File: src/rtl/receptor_display_serial.sv
// Serial display-frame receiver: resynchronises the line, deframes
// start/Sel/a..g/parity/stop, decodes the 7-segment glyph and holds the last
// good glyph and status code for the Caixa and TipoRega channels.
// Handshake: none; the line is free-running and QuadroOk, ErroParidade and
// ErroQuadro are single-cycle pulses with no back-pressure.
module receptor_display_serial #(
    parameter int CLKS_POR_BIT = 16
) (
    input  logic       Clock,
    input  logic       Reset,
    input  logic       LinhaSerial,
    output logic [6:0] SegCaixa,
    output logic [6:0] SegRega,
    output logic [1:0] NivelCaixa,
    output logic       NivelValido,
    output logic [1:0] TipoRega,
    output logic       RegaValido,
    output logic       QuadroOk,
    output logic       ErroParidade,
    output logic       ErroQuadro,
    output logic [1:0] EstadoFsm
);

    localparam int CW = $clog2(CLKS_POR_BIT) + 1;
    localparam logic [CW-1:0] MEIO = CW'(CLKS_POR_BIT / 2);
    localparam logic [CW-1:0] FIM  = CW'(CLKS_POR_BIT - 1);

    typedef enum logic [1:0] {IDLE = 2'd0, START = 2'd1, DADOS = 2'd2, STOP = 2'd3} estado_t;

    estado_t       estado, estadoProx;
    logic          sinc1, sinc2, linhaAnt;
    logic [CW-1:0] clkCnt;
    logic [3:0]    bitIdx;
    logic [8:0]    quadro;
    logic          inicioPendente;
    logic          zeraCnt, amostra, fimQuadro;
    logic          bordaDescida;
    logic [6:0]    glifo;
    logic          paridadeOk;
    logic [1:0]    codCaixa, codRega;
    logic          caixaLegal, regaLegal;

    assign bordaDescida = linhaAnt & ~sinc2;
    assign EstadoFsm    = estado;

    // Two-flop synchronizer plus a delayed copy for falling-edge detection
    always_ff @(posedge Clock or negedge Reset) begin
        if (!Reset) begin
            sinc1    <= 1'b1;
            sinc2    <= 1'b1;
            linhaAnt <= 1'b1;
        end else begin
            sinc1    <= LinhaSerial;
            sinc2    <= sinc1;
            linhaAnt <= sinc2;
        end
    end

    // FSM state register
    always_ff @(posedge Clock or negedge Reset) begin
        if (!Reset) estado <= IDLE;
        else        estado <= estadoProx;
    end

    // Next-state and per-cycle control strobes
    always_comb begin
        estadoProx = estado;
        zeraCnt    = 1'b0;
        amostra    = 1'b0;
        fimQuadro  = 1'b0;
        case (estado)
            IDLE: begin
                zeraCnt = 1'b1;
                if (bordaDescida || inicioPendente) estadoProx = START;
            end
            START: begin
                if (clkCnt == MEIO) begin
                    zeraCnt    = 1'b1;
                    estadoProx = sinc2 ? IDLE : DADOS;
                end
            end
            DADOS: begin
                if (clkCnt == FIM) begin
                    zeraCnt = 1'b1;
                    amostra = 1'b1;
                    if (bitIdx == 4'd8) estadoProx = STOP;
                end
            end
            STOP: begin
                if (clkCnt == FIM) begin
                    zeraCnt    = 1'b1;
                    fimQuadro  = 1'b1;
                    estadoProx = IDLE;
                end
            end
            default: estadoProx = IDLE;
        endcase
    end

    // Glyph reassembly ({a..g}, a is MSB), parity check and both decoders
    always_comb begin
        glifo      = {quadro[1], quadro[2], quadro[3], quadro[4], quadro[5], quadro[6], quadro[7]};
        paridadeOk = ~(^quadro);
        caixaLegal = 1'b1;
        codCaixa   = 2'd0;
        case (glifo)
            7'b1111110: codCaixa = 2'd0;
            7'b0110000: codCaixa = 2'd1;
            7'b1101101: codCaixa = 2'd2;
            7'b1111001: codCaixa = 2'd3;
            default:    caixaLegal = 1'b0;
        endcase
        regaLegal = 1'b1;
        codRega   = 2'd0;
        case (glifo)
            7'b0000001: codRega = 2'd0;
            7'b1011110: codRega = 2'd1;
            7'b1110111: codRega = 2'd2;
            7'b1001111: codRega = 2'd3;
            default:    regaLegal = 1'b0;
        endcase
    end

    // Bit timing, shift register and a start edge seen while still in STOP
    always_ff @(posedge Clock or negedge Reset) begin
        if (!Reset) begin
            clkCnt         <= '0;
            bitIdx         <= 4'd0;
            quadro         <= 9'd0;
            inicioPendente <= 1'b0;
        end else begin
            clkCnt <= zeraCnt ? '0 : clkCnt + 1'b1;
            if (estado == START) bitIdx <= 4'd0;
            else if (amostra)    bitIdx <= bitIdx + 4'd1;
            if (amostra) quadro <= {sinc2, quadro[8:1]};
            if (estado == STOP && bordaDescida) inicioPendente <= 1'b1;
            else if (estado == IDLE)            inicioPendente <= 1'b0;
        end
    end

    // Frame verdict and registered channel update at the stop-bit sample
    always_ff @(posedge Clock or negedge Reset) begin
        if (!Reset) begin
            SegCaixa     <= 7'd0;
            SegRega      <= 7'd0;
            NivelCaixa   <= 2'd0;
            NivelValido  <= 1'b0;
            TipoRega     <= 2'd0;
            RegaValido   <= 1'b0;
            QuadroOk     <= 1'b0;
            ErroParidade <= 1'b0;
            ErroQuadro   <= 1'b0;
        end else begin
            QuadroOk     <= 1'b0;
            ErroParidade <= 1'b0;
            ErroQuadro   <= 1'b0;
            if (fimQuadro) begin
                if (!sinc2) begin
                    ErroQuadro <= 1'b1;
                end else if (!paridadeOk) begin
                    ErroParidade <= 1'b1;
                end else begin
                    QuadroOk <= 1'b1;
                    if (!quadro[0]) begin
                        SegCaixa    <= glifo;
                        NivelValido <= caixaLegal;
                        if (caixaLegal) NivelCaixa <= codCaixa;
                    end else begin
                        SegRega    <= glifo;
                        RegaValido <= regaLegal;
                        if (regaLegal) TipoRega <= codRega;
                    end
                end
            end
        end
    end

endmodule
File: config.mk
export PLATFORM = sky130hd
export DESIGN_NAME = receptor_display_serial
export DESIGN_NICKNAME = d
export VERILOG_FILES = /design/src/rtl/receptor_display_serial.sv
export SDC_FILE = /design/constraint.sdc
export NUM_CORES = 1
export LEC_CHECK = 0
export CORE_ASPECT_RATIO = 0.8
export CORE_UTILIZATION = 53
export CTS_CLUSTER_DIAMETER = 200
export DETAILED_ROUTE_END_ITERATION = 12
export PLACE_DENSITY = 0.83
export SLEW_MARGIN = 10
export SYNTH_ARGS = -nofsm -noshare
export SYNTH_HDL_FRONTEND = slang
export SYNTH_SLANG_ARGS = --single-unit
File: constraint.sdc
create_clock -name Clock -period 6.8 [get_ports Clock]
set_input_delay 2.04 -clock Clock [delete_from_list [all_inputs] [get_ports Clock]]
set_output_delay 2.04 -clock Clock [all_outputs]
set_load 0.02 [all_outputs]
# Word level (Yosys, flattened, before mapping)
# Index checks and enable logic that the tools add are counted.
# word_totals
regBits	47
latchBits	0
ram_bits	0
rom_bits	0
out_inout_bits	25
wordCells	85
mem_count	0
# op_classes
addsub	2
multipliers	0
div	0
n_lt_le_gt_ge	0
eq_ne	19
shift	0
n_mux	29
bitwise	4
n_reduce_logical	14
# op_table
op	count
7-bit equality test (second input constant)	6
1-bit two-way mux	16
5-bit AND reduction	3
2-bit two-way mux	6
2-bit one-hot mux with 3 select lines	2
5-bit by 4-bit equality test with 1-bit output (second input constant)	2
2-bit != test (second input constant)	5
9-bit XOR reduction	1
4-bit two-way mux	2
2-bit one-hot mux with 4 select lines	1
4-bit AND reduction	2
4-bit OR reduction	2
7-bit by 1-bit equality test with 1-bit output (second input constant)	1
7-bit by 6-bit equality test with 1-bit output (second input constant)	1
5-bit by 1-bit adder with 5-bit output (second input constant)	1
5-bit two-way mux	1
4-bit by 1-bit adder with 4-bit output (second input constant)	1
2-bit equality test (second input constant)	2
4-bit equality test (second input constant)	1
2-bit nonzero test	2
1-bit NOT	3
1-bit one-hot mux with 3 select lines	1
2-bit by 1-bit equality test with 1-bit output (second input constant)	1
2-bit logical NOT	1
4 further kinds	4

# Longest topological paths before layout
# depth
ltp_word	5
mapped_depth	8

# Worst setup path after synthesis
# Ideal clock, no wire load.
# synth_timing
kind	register to output
start	register estado[0], in the netlist EstadoFsm[0]
end	output EstadoFsm[0]
arrival_time_ns	0.494
required_ns	4.760
slack_ns	4.266
path_stages_with_launch	1
n_path_buf	0
cell_sequence	dfrtp_1
# synth_rtl
element	line_no	text
start: declaration	30	estado_t estado, estadoProx;
start signal: assignment	62	else estado <= estadoProx;
end: declaration	21	output logic [1:0] EstadoFsm
# No word-level cell between the ends.

# Worst setup path in the final report
# layout_timing
start	register estado[0], in the netlist EstadoFsm[0]
end	output EstadoFsm[0]
# No word-level cell between the ends.

==> metrics.cfg <==
[synth]
synth.yosys.seq_area_share_pct = 52.01
yosys-top-cells-area = dfrtp_1 49%, ha_1 9.9%, mux2_2 6.0%
synth_ff_type = dfrtp_1
netlist_instances = 192
synth.most_common_cell = dfrtp_1
synth_area_leader_cell = dfrtp_1
ys_seq_elements = 47
ys_async_sr_fraction_pct = 100.0
ys_types = 37
synth-edff-count = 0
synthesis.nets = 213
synth_warnings = 0
synth_top_area_share_pct = 48.54
avgSynthCellArea_um2 = 11.81
netlist_area_um2 = 2268
synth_common_cells = 44 x dfrtp_1, 18 x ha_1, 17 x inv_1

[clocking]
numCtsBuffers = 5
h-tree-depth = 2
clk_latency_ps = 290
cts_buffer_depth = 2
cts_hold_buf = 0
post_cts_buffers = 0
cts_sinks = 47
cts.repair.resized = 0
clockRootBuffer = clkbuf_8
path_clk_slew_ps = 80
cts_tree = done

[routing]
drcViolationCount = 0
avgRoutedWirePerCell_um = 13.68
final_antenna_net_count = 0
dr.pass1.iters = 4
vias = 1457
routed_wl_mm = 3.804
drt-initial-drc-count = 91
viasPerCell = 5.241

[status]
status = finished clean

[critical_path]
crit_chain = clkdlybuf4s50_1
crit_required_ps = 4760
crit_buf_inv = 1
start_kind = flop
crit_family = buffers and inverters
crit_cells = 1
cp.arrival_ps = 1600
worst-path-max-fanout = 16
reg2reg_depth = 6
critical_path.slowest_cell = clkdlybuf4s50_1
end_kind = primary output
worstSetupPathType = reg -> out
r2r_slack_ps = 4270
cpPeakStageDelay_ps = 690

[placement]
globalplace.congestion = 0.8290
port-buffer-count = 27
dp_hpwl_mm = 2.618
place_area_um2 = 2580
pre_cts_slack_ps = 3487

[cells_and_area]
insertedDiodeCount = 0
stdcell_area_um2 = 2680
area.growth.synth_to_final_pct = 18.15
fillCellCount = 313
final_nets = 243
drive_gt1_share_pct = 14.80

[timing]
min_period_over_period_pct = 53.53
worst_slew_pin_slew_ps = 975.6
setup_ws_ps = 3160
fin_setup_tns_ps = 0
fmax_ghz = 0.2747
min_period_ps = 3640
setup_viol = 0
drv_slew = 0
rsz0062_at_grt = false
finalHoldViolations = 0
slew_headroom_pct = 34.96
clock_skew_ps = 8.005

[power]
p_per_area_nw_per_um2 = 236.1
p_leak_nw = 1.277
ir_worst_vdd_mv = 0.1742

[floorplanning]
top_level_ports = 28
dieArea_um2 = 4547
rows = 20
core_area_um2 = 3954
die_w_um = 75.15
die_h_um = 60.52
initial_core_util_pct = 57.37

[min_path]
whs_path_depth = 0
hp-class = reg -> reg

[global_routing]
grt_pass1_vias = 1357
grt_use_total_pct = 19.64
grt_max_degree = 48
grt_pass1_wl_mm = 6.486
antenna_found_initial = 0
overflow = 0

[flow_run]
max_cap_viol_count = 0

## metal layers
metal | vias to the layer above | share of wire [%] | track usage, %
met4 | 0 | 1.9 | 8.466
li1 | 721 | - | -
met5 | - | 0 | 0
met1 | 694 | 51 | 30.70
met3 | 8 | 4.4 | 4.485
met2 | 34 | 42 | 26.13
## logic make-up after synthesis
| kind of cell | count (synthesis) | share of synthesized area [%] |
|---|---|---|
| buffers and inverters | 21 | 3.806 |
| adder cells (fa/ha/maj) | 18 | 9.928 |
| AND/OR/NAND/NOR | 46 | 9.377 |
| XOR/XNOR | 6 | 2.979 |
| AO/OA/AOI/OAI | 29 | 8.660 |
| flip-flops | 47 | 52.01 |
| multiplexers | 25 | 13.24 |
## cell usage in the layout (no fill, tap or decap), drive strengths merged, types with 2 or more instances in the layout
cell type	instances
dfrtp	44
clkdlybuf4s50	26
mux2	19
ha	18
inv	17
nand2	16
nor2	13
o21ai	9
clkbuf	8
a21oi	6
mux2i	6
nand3	5
xnor2	3
nand4	3
dfstp	3
xor2	2
nor2b	2
and3	2
a22oi	2
o211ai	2
nor3	2
## area by class of cell
cell class,instances,area (um^2),share of cell area [%]
clock buffer,8,100.1,3.735
multi-input combinational,124,1002,37.39
sequential,47,1180,44.02
tap,55,68.82,2.568
timing repair buffer,27,265.3,9.897
inverter,17,63.81,2.381
## flip-flops by register name (all words and copies together) (netlist names), named ones only
signal and count:
ErroParidade 1, ErroQuadro 1, EstadoFsm 1, NivelCaixa 2
NivelValido 1, QuadroOk 1, RegaValido 1, SegCaixa 7
SegRega 7, TipoRega 2, bitIdx 4, clkCnt 5
inicioPendente 1, linhaAnt 1, quadro 9, sinc1 1
sinc2 1
## report_power, final
group | switching (W) | internal [W]
Clock | 0.0000830 | 0.0000927
Combinational | 0.0000642 | 0.0000486
Sequential | 0.0000379 | 0.000306
Total | 0.000185 | 0.000448
## worst paths after layout
path | startpoint | endpoint
setup / recovery | EstadoFsm[0] | EstadoFsm[0]
hold / removal | sinc1 | sinc2
setup reg to reg | quadro[2] | SegRega[4]
hold reg to reg | sinc1 | sinc2
max in group asynchronous | Reset | TipoRega[0]
min in group asynchronous | Reset | EstadoFsm[0]
## stage by stage
step	instances	utilization (%)	total power (W)	hold slack [ps]
after floorplan	192	-	0.0004229	345.2
after global placement	270	65.25	0.0004568	345.5
after detailed placement	270	65.25	0.0004613	352.7
after CTS	278	67.78	0.0006388	364.3
after global routing	278	67.78	0.0006735	370.1
final	278	67.78	0.0006328	360.3
(Power assumes the default switching activity.)
